$ cat src/rtl/hsi_mse_lanes.sv
// rtl/hsi_mse_lanes.sv - multi-lane HSI mean-square-error engine with vector framing checks (optional saturation: HSI_MSE_LANES_SAT_EN)
module hsi_mse_lanes #(
    parameter int WORD_WIDTH       = 32,
    parameter int DATA_WIDTH       = 16,
    parameter int DATA_WIDTH_MUL   = 32,
    parameter int DATA_WIDTH_ACC   = 48,
    parameter int HSI_BANDS        = 128,
    parameter int HSI_LIBRARY_SIZE = 256
) (
    input  logic                                clk,
    input  logic                                rst_n,
    input  logic                                element_valid,
    input  logic                                element_start,
    input  logic                                element_last,
    input  logic [$clog2(HSI_LIBRARY_SIZE)-1:0] vctr_ref,
    input  logic [WORD_WIDTH-1:0]               element_a,
    input  logic [WORD_WIDTH-1:0]               element_b,
    output logic [WORD_WIDTH-1:0]               mse_value,
    output logic [$clog2(HSI_LIBRARY_SIZE)-1:0] mse_ref,
    output logic                                mse_error,
    output logic                                mse_valid
);

    localparam int CHANNELS              = WORD_WIDTH / DATA_WIDTH;
    localparam int WORDS_PER_VCTR        = HSI_BANDS / CHANNELS;
    localparam int HSI_BANDS_ADDR        = $clog2(HSI_BANDS);
    localparam int HSI_LIBRARY_SIZE_ADDR = $clog2(HSI_LIBRARY_SIZE);
    localparam int SUM_WIDTH             = DATA_WIDTH_ACC + $clog2(CHANNELS) + 1;
    localparam int CNT_WIDTH             = $clog2(WORDS_PER_VCTR + 1);

    localparam logic [CNT_WIDTH-1:0] CNT_MAX  = '1;
    localparam logic [CNT_WIDTH-1:0] CNT_ONE  = CNT_WIDTH'(1);
    localparam logic [CNT_WIDTH-1:0] CNT_FULL = CNT_WIDTH'(WORDS_PER_VCTR);

    // Per-word control travelling alongside the lane data through S0..S2
    typedef struct packed {
        logic                             valid;
        logic                             start;
        logic                             emit;
        logic                             err;
        logic [HSI_LIBRARY_SIZE_ADDR-1:0] rid;
    } ctl_t;

    // Result tag carried past the accumulators (S3, S4)
    typedef struct packed {
        logic                             emit;
        logic                             err;
        logic [HSI_LIBRARY_SIZE_ADDR-1:0] rid;
    } res_t;

    typedef enum logic {IDLE, ACC} state_t;

    state_t                           state;
    logic [CNT_WIDTH-1:0]             cnt;
    logic [CNT_WIDTH-1:0]             cnt_inc;
    logic [HSI_LIBRARY_SIZE_ADDR-1:0] cur_ref;

    ctl_t                             s0_ctl;
    ctl_t                             s1_ctl;
    ctl_t                             s2_ctl;
    res_t                             s3_res;
    res_t                             s4_res;

    logic [WORD_WIDTH-1:0]            s0_a;
    logic [WORD_WIDTH-1:0]            s0_b;
    logic signed [DATA_WIDTH:0]       s1_diff [CHANNELS];
    logic [DATA_WIDTH_MUL-1:0]        s2_sq   [CHANNELS];
    logic [DATA_WIDTH_ACC-1:0]        acc     [CHANNELS];
    logic [SUM_WIDTH-1:0]             lane_sum;
    logic [SUM_WIDTH-1:0]             s4_sum;
    logic [SUM_WIDTH-1:0]             shifted;
    logic [WORD_WIDTH-1:0]            res_value;

    // Word counter advance, held at its ceiling so runaway vectors still flag an error
    always_comb begin
        cnt_inc = (cnt == CNT_MAX) ? cnt : cnt + CNT_ONE;
    end

    // S0: framing FSM; registers the word and tags it with accumulate/emit/error/ref
    always_ff @(posedge clk or negedge rst_n) begin
        if (!rst_n) begin
            state   <= IDLE;
            cnt     <= '0;
            cur_ref <= '0;
            s0_ctl  <= '0;
            s0_a    <= '0;
            s0_b    <= '0;
        end else begin
            s0_a         <= element_a;
            s0_b         <= element_b;
            s0_ctl.valid <= 1'b0;
            s0_ctl.start <= 1'b0;
            s0_ctl.emit  <= 1'b0;
            s0_ctl.err   <= 1'b0;
            s0_ctl.rid   <= element_start ? vctr_ref : cur_ref;
            if (element_valid) begin
                if (element_start) begin
                    // A start always opens a fresh vector, abandoning any partial one
                    s0_ctl.valid <= 1'b1;
                    s0_ctl.start <= 1'b1;
                    cur_ref      <= vctr_ref;
                    cnt          <= CNT_ONE;
                    if (element_last) begin
                        s0_ctl.emit <= 1'b1;
                        s0_ctl.err  <= (CNT_ONE != CNT_FULL);
                        state       <= IDLE;
                    end else begin
                        state       <= ACC;
                    end
                end else if (state == ACC) begin
                    s0_ctl.valid <= 1'b1;
                    cnt          <= cnt_inc;
                    if (element_last) begin
                        s0_ctl.emit <= 1'b1;
                        s0_ctl.err  <= (cnt_inc != CNT_FULL);
                        state       <= IDLE;
                    end
                end
                // Words without a start while IDLE are orphans and are dropped
            end
        end
    end

    // S1: per-lane signed difference, one bit wider than a sample
    always_ff @(posedge clk or negedge rst_n) begin
        if (!rst_n) begin
            s1_ctl <= '0;
            for (int i = 0; i < CHANNELS; i++) s1_diff[i] <= '0;
        end else begin
            s1_ctl <= s0_ctl;
            for (int i = 0; i < CHANNELS; i++) begin
                s1_diff[i] <= $signed({1'b0, s0_a[i*DATA_WIDTH +: DATA_WIDTH]})
                            - $signed({1'b0, s0_b[i*DATA_WIDTH +: DATA_WIDTH]});
            end
        end
    end

    // S2: per-lane square; result is non-negative so truncation to the multiplier width is exact
    always_ff @(posedge clk or negedge rst_n) begin
        if (!rst_n) begin
            s2_ctl <= '0;
            for (int i = 0; i < CHANNELS; i++) s2_sq[i] <= '0;
        end else begin
            s2_ctl <= s1_ctl;
            for (int i = 0; i < CHANNELS; i++) begin
                s2_sq[i] <= DATA_WIDTH_MUL'(s1_diff[i] * s1_diff[i]);
            end
        end
    end

    // S3: per-lane accumulate; a start word loads so back-to-back vectors need no clear cycle
    always_ff @(posedge clk or negedge rst_n) begin
        if (!rst_n) begin
            s3_res <= '0;
            for (int i = 0; i < CHANNELS; i++) acc[i] <= '0;
        end else begin
            s3_res.emit <= s2_ctl.emit;
            s3_res.err  <= s2_ctl.err;
            s3_res.rid  <= s2_ctl.rid;
            if (s2_ctl.valid) begin
                for (int i = 0; i < CHANNELS; i++) begin
                    acc[i] <= s2_ctl.start ? DATA_WIDTH_ACC'(s2_sq[i])
                                           : acc[i] + DATA_WIDTH_ACC'(s2_sq[i]);
                end
            end
        end
    end

    // Lane sum, wide enough that adding all lanes never wraps
    always_comb begin
        lane_sum = '0;
        for (int i = 0; i < CHANNELS; i++) begin
            lane_sum = lane_sum + SUM_WIDTH'(acc[i]);
        end
    end

    // S4: register the lane sum with its result tag
    always_ff @(posedge clk or negedge rst_n) begin
        if (!rst_n) begin
            s4_res <= '0;
            s4_sum <= '0;
        end else begin
            s4_res <= s3_res;
            s4_sum <= lane_sum;
        end
    end

    // Mean by power-of-two band count, then fit into the output word
    always_comb begin
        shifted = s4_sum >> HSI_BANDS_ADDR;
`ifdef HSI_MSE_LANES_SAT_EN
        res_value = (|shifted[SUM_WIDTH-1:WORD_WIDTH]) ? '1 : shifted[WORD_WIDTH-1:0];
`else
        res_value = shifted[WORD_WIDTH-1:0];
`endif
    end

`ifndef HSI_MSE_LANES_SAT_EN
    logic unused_shifted_hi;
    assign unused_shifted_hi = ^shifted[SUM_WIDTH-1:WORD_WIDTH];
`endif

    // Output stage: one-cycle strobe, result fields hold until the next result
    always_ff @(posedge clk or negedge rst_n) begin
        if (!rst_n) begin
            mse_value <= '0;
            mse_ref   <= '0;
            mse_error <= 1'b0;
            mse_valid <= 1'b0;
        end else begin
            mse_valid <= s4_res.emit;
            if (s4_res.emit) begin
                mse_value <= res_value;
                mse_ref   <= s4_res.rid;
                mse_error <= s4_res.err;
            end
        end
    end

endmodule

$ cat config.mk
export PLATFORM = sky130hd
export DESIGN_NAME = hsi_mse_lanes
export DESIGN_NICKNAME = d
export VERILOG_FILES = /design/src/rtl/hsi_mse_lanes.sv
export SDC_FILE = /design/constraint.sdc
export NUM_CORES = 2
export LEC_CHECK = 0
export BUFFER_PORTS_ARGS = -buffer_cell sky130_fd_sc_hd__buf_2
export CAP_MARGIN = 20
export CORE_ASPECT_RATIO = 0.5
export CORE_MARGIN = 2
export CORE_UTILIZATION = 50
export CTS_CLUSTER_SIZE = 40
export DETAILED_ROUTE_END_ITERATION = 8
export PLACE_DENSITY_LB_ADDON = 0.12
export SYNTH_ARGS = -nofsm -noshare
export SYNTH_HDL_FRONTEND = slang
export SYNTH_SLANG_ARGS = --single-unit
$ cat constraint.sdc
create_clock -name clk -period 5.85 [get_ports clk]
set_input_delay 1.17 -clock clk [delete_from_list [all_inputs] [get_ports clk]]
set_output_delay 1.17 -clock clk [all_outputs]
set_load 0.01 [all_outputs]
Word level (Yosys, flattened, before mapping)
Index checks and enable logic that the tools add are counted.
{"block": "totals", "out_inout_bits": 42, "n_memories": 0, "ramBits": 0, "input_bits": 77, "rom_bits": 0, "wordCells": 66, "latchBits": 0, "regBits": 411}
{"block": "classes", "shift": 0, "eq_ne": 2, "multipliers": 2, "reduce_logical": 2, "bitwise_logic": 0, "muxes": 17, "n_lt_le_gt_ge": 0, "addsub": 6, "div": 0}
{"operator": "$add 48x32->48", "count": 2}
{"operator": "$mux 48", "count": 2}
{"operator": "$mul 17x17->32", "count": 2}
{"operator": "$add 39x39->39", "count": 1}
{"operator": "$sub 16x16->17", "count": 2}
{"operator": "$mux 7", "count": 3}
{"operator": "$mux 2", "count": 4}
{"operator": "$mux 8", "count": 1}
{"operator": "$add 7x1->7 const B", "count": 1}
{"operator": "$eq 7x7->1 const B", "count": 1}
{"operator": "$ne 7x7->1 const B", "count": 1}
{"operator": "$mux 1", "count": 6}
{"operator": "$mux 4", "count": 1}
{"operator": "$reduce_and 2->1", "count": 1}
{"operator": "$reduce_bool 2->1", "count": 1}

Depth between registers and ports, before layout
{"block": "logic_depth", "ltp_word": 7, "depth_mapped": 24, "depth_no_buf": 24}

Worst setup path before layout
Ideal clock, no wire load.
{"block": "synth_path", "path_type": "register -> register", "start": "register s1_diff[2] (netlist name)", "end": "register s2_sq[31] (netlist name)", "slack_ns": -0.339, "arrival_time_ns": 6.109, "period_less_slack_ns": 6.189, "setup_ns": 0.080, "path_stages_with_launch": 25, "n_path_buf": 2, "required_time_ns": 5.770, "path_cell_list": "dfrtp_1 -> clkbuf_1 -> clkbuf_1 -> nand2_1 -> fa_1 -> inv_1 -> fa_1 -> inv_1 -> fa_1 -> inv_1 -> fa_1 -> fa_1 -> inv_1 -> fa_1 -> inv_1 -> ha_1 -> a21o_1 -> a31o_1 -> a2111oi_2 -> o2bb2ai_1 -> a211oi_2 -> o211ai_1 -> a31o_1 -> a21oi_1 -> xnor2_1"}
{"block": "synth_between", "elab_chain_len": 1}
{"item": "start: declaration", "line": "66", "source": "logic signed [DATA_WIDTH:0] s1_diff [CHANNELS];"}
{"item": "start signal: indexed assignment", "line": "132", "source": "s1_diff[i] <= $signed({1'b0, s0_a[i*DATA_WIDTH +: DATA_WIDTH]})"}
{"item": "$mul 17x17->32", "line": "146", "source": "s2_sq[i] <= DATA_WIDTH_MUL'(s1_diff[i] * s1_diff[i]);"}
{"item": "end signal: indexed assignment", "line": "146"}
{"item": "end: declaration", "line": "67", "source": "logic [DATA_WIDTH_MUL-1:0] s2_sq [CHANNELS];"}
No other way between the ends.
A chain may end at the register's enable or synchronous reset.

Worst setup path after layout
{"block": "layout_path", "start": "register s1_diff[7] (netlist name)", "end": "register s2_sq[31] (netlist name)"}
Same word-level chain as after synthesis.

==> out/results.ini <==
[status]
status=finished, violations left
violations=negative setup slack

[clock_tree]
htreeDepth=2
clock_path_buffers=3
cts-hold-fix-buffers=0
cts_tree=yes
cts_sinks=384
cts_buffers=38
clock-root-buffer=clkbuf_16
clkLatencyLatePin_ns=0.60
path_clk_slew_ns=0.07

[setup_path]
timing.rr.start=s1_diff[7]
crit_type=reg -> reg
crit_path_start=s1_diff[7]
setup.worst_path.start_class=register
path_max_fanout=7
end_kind=register
worstPathRequired_ns=6.35
arrival_ns=6.38
ff2ff_path_depth=21

[synth]
ys_ff_latch=384
async_flop_share_pct=100
yosysTopAreaCellShare_pct=27.7
syn-cell-area_um2=37200
synthesis.nets=4582
synthTopCellsByCount=inv_1 (759), fa_1 (514), dfrtp_1 (384)
ys_top_cells_by_area=fa_1 (28%), dfrtp_1 (26%), ha_1 (10%)
yosys_warnings=0
yosysTopAreaCell=fa_1
yosysSeqAreaShare_pct=25.8
synth_cell_types=89
yosysMostFrequentCell=inv_1
synth_edf_count=0
ys.flop_type=dfrtp_1
avgSynthCellArea_um2=10.1
synthCells=3687

[die]
die_w_um=390
die_h_um=197
core_area_um2=73300
floorplan.io_pins=119
rows=70
die_area_um2=76700
start_util_pct=50.7

[final_layout]
syn_to_final_growth_pct=15.9
fillers=6356
nets=4922
layout-drive-gt1-share_pct=18.9
design_area_um2=43100

[sta]
worst_pin_slew_ns=0.963
fin_crit_sh_pct=101
final_max_slew_viol_count=0
whs_ns=0.344
maxSlewHeadroom_pct=35.8
fin_ws_ns=-0.0312
fin_crit_ns=5.88
fmaxAchievable_ghz=0.170
setup_viol=1
hold_violations=0
finClkSkew_ns=0.0207
grt_setup_unrepaired=true

[min_path]
hp-class=reg -> reg
hold_depth=0
min_from=s1_ctl[11]

[place]
gp_congestion=0.894
place_area_um2=40500
dpl_worst_slack_ns=-0.220
port_buffers=118
dp.final_hpwl_mm=67.8

[drt]
wirelength_mm=83.6
post-route-drc-count=0
drt_first_iter_violations=1461
vias_per_cell=5.18
ant_nets=0
drtPass1Iterations=5
wl_per_cell_um=16.6
vias=26062

[global_routing]
gr-total-overflow=0
antenna_found_initial=1
grt_usage_pct=22.8
grt_pass1_vias=27428
grt_pass1_wl_mm=141
grt_max_degree=116

[run]
maxCapViolCount=0

## path summary, 6_finish.rpt
check                                   to  slack, ns
min in group asynchronous       cur_ref[0]       0.57
worst max-delay path             s2_sq[31]      -0.03
max in group asynchronous        s4_res[9]       4.03
worst min-delay path            s2_ctl[11]       0.34
worst min register to register  s2_ctl[11]       0.34
worst max register to register   s2_sq[31]      -0.03
## registers in the layout, summed over array words and instances, names as in the netlist
| register | count |
|---|---|
| mse_error | 1 |
| s2_ctl | 12 |
| mse_value | 32 |
| mse_valid | 1 |
| mse_ref | 8 |
| s1_ctl | 12 |
| s0_a | 32 |
| s4_res | 10 |
| state | 1 |
| s4_sum | 32 |
| acc | 78 |
| cur_ref | 8 |
| s0_ctl | 12 |
| cnt | 7 |
| s0_b | 32 |
| s1_diff | 34 |
| s2_sq | 62 |
| s3_res | 10 |
## cell usage in the layout (no fill, tap or decap), drive strengths merged, types with 21 or more instances in the layout
master	Yosys	routed
and3	28	28
nor2	183	183
nand3	51	51
clkbuf	80	49
dfrtp	384	384
nand2b	23	23
o21ai	87	87
o21a	22	22
xor2	61	61
a21oi	198	198
and2	112	112
nand2	232	232
nor3	29	29
buf	15	395
a31oi	28	28
a21o	69	69
mux2i	21	21
ha	304	304
nor2b	52	52
inv	759	761
mux2	65	65
fa	514	514
xnor2	139	139
## cell families (layout without fill, tap and decap cells)
family	Yosys count	in the layout	synth area share, %
xor gates and xnor gates	200	200	4.71
other	0	2	0
DFF	384	384	25.8
and+or+nand+nor	782	782	10.3
muxes	86	86	2.53
buffers and inverters	854	1223	8.63
adders and majority gates	818	818	37.9
AOI/OAI and AO/OA	563	563	10.0
## cell type report
| class | instances | area [µm²] | share of cell area, % |
|---|---|---|---|
| antenna | 2 | 5.00 | 0.0116 |
| clock buffer | 49 | 1070 | 2.49 |
| clock inverter | 20 | 284 | 0.659 |
| inverter | 759 | 2850 | 6.62 |
| multi-input combinational | 2449 | 25100 | 58.2 |
| sequential | 384 | 9650 | 22.4 |
| tap | 972 | 1220 | 2.82 |
| timing repair buffer | 395 | 2920 | 6.79 |
## timing repair
item,in CTS,in global routing
resized for setup,73,170
pin swaps,34,93
endpoints found under the setup margin,14,23
buffers inserted,10,39
## metrics by stage
step | instances | utilization, % | TNS, ns
global placement | 4913 | 55.2 | -0.423
floorplan | 3687 | - | 0
finish | 5030 | 58.8 | -0.0312
global route | 5028 | 58.8 | -1.30
detailed placement | 4913 | 55.2 | -1.12
CTS | 4992 | 57.4 | -0.0262
## critical path, stage by stage, from the launching register on
cell and delay, ns:
dfrtp_2 0.51, buf_6 0.16, fa_1 0.52, inv_1 0.05, fa_1 0.49, fa_1 0.50
inv_1 0.05, fa_1 0.45, fa_1 0.49, inv_1 0.05, fa_1 0.49, inv_2 0.04
ha_4 0.21, a21o_1 0.16, a31o_4 0.22, a2111oi_4 0.39, o2bb2ai_4 0.12, a211oi_4 0.26
o211ai_1 0.17, a31o_1 0.21, a21oi_2 0.13, xnor2_1 0.12
## layer usage
metal  track usage [%]  up-vias  share of wire (%)
li1                  -    12402                  -
met1              34.7    12998                 49
met2              34.5      580                 43
met3              4.31       82                6.6
met4              3.95        0                1.4
met5                 0        -                  0
Power is not shown: default switching activity piles up to over one toggle a cycle in this logic, so the estimate is an artifact.
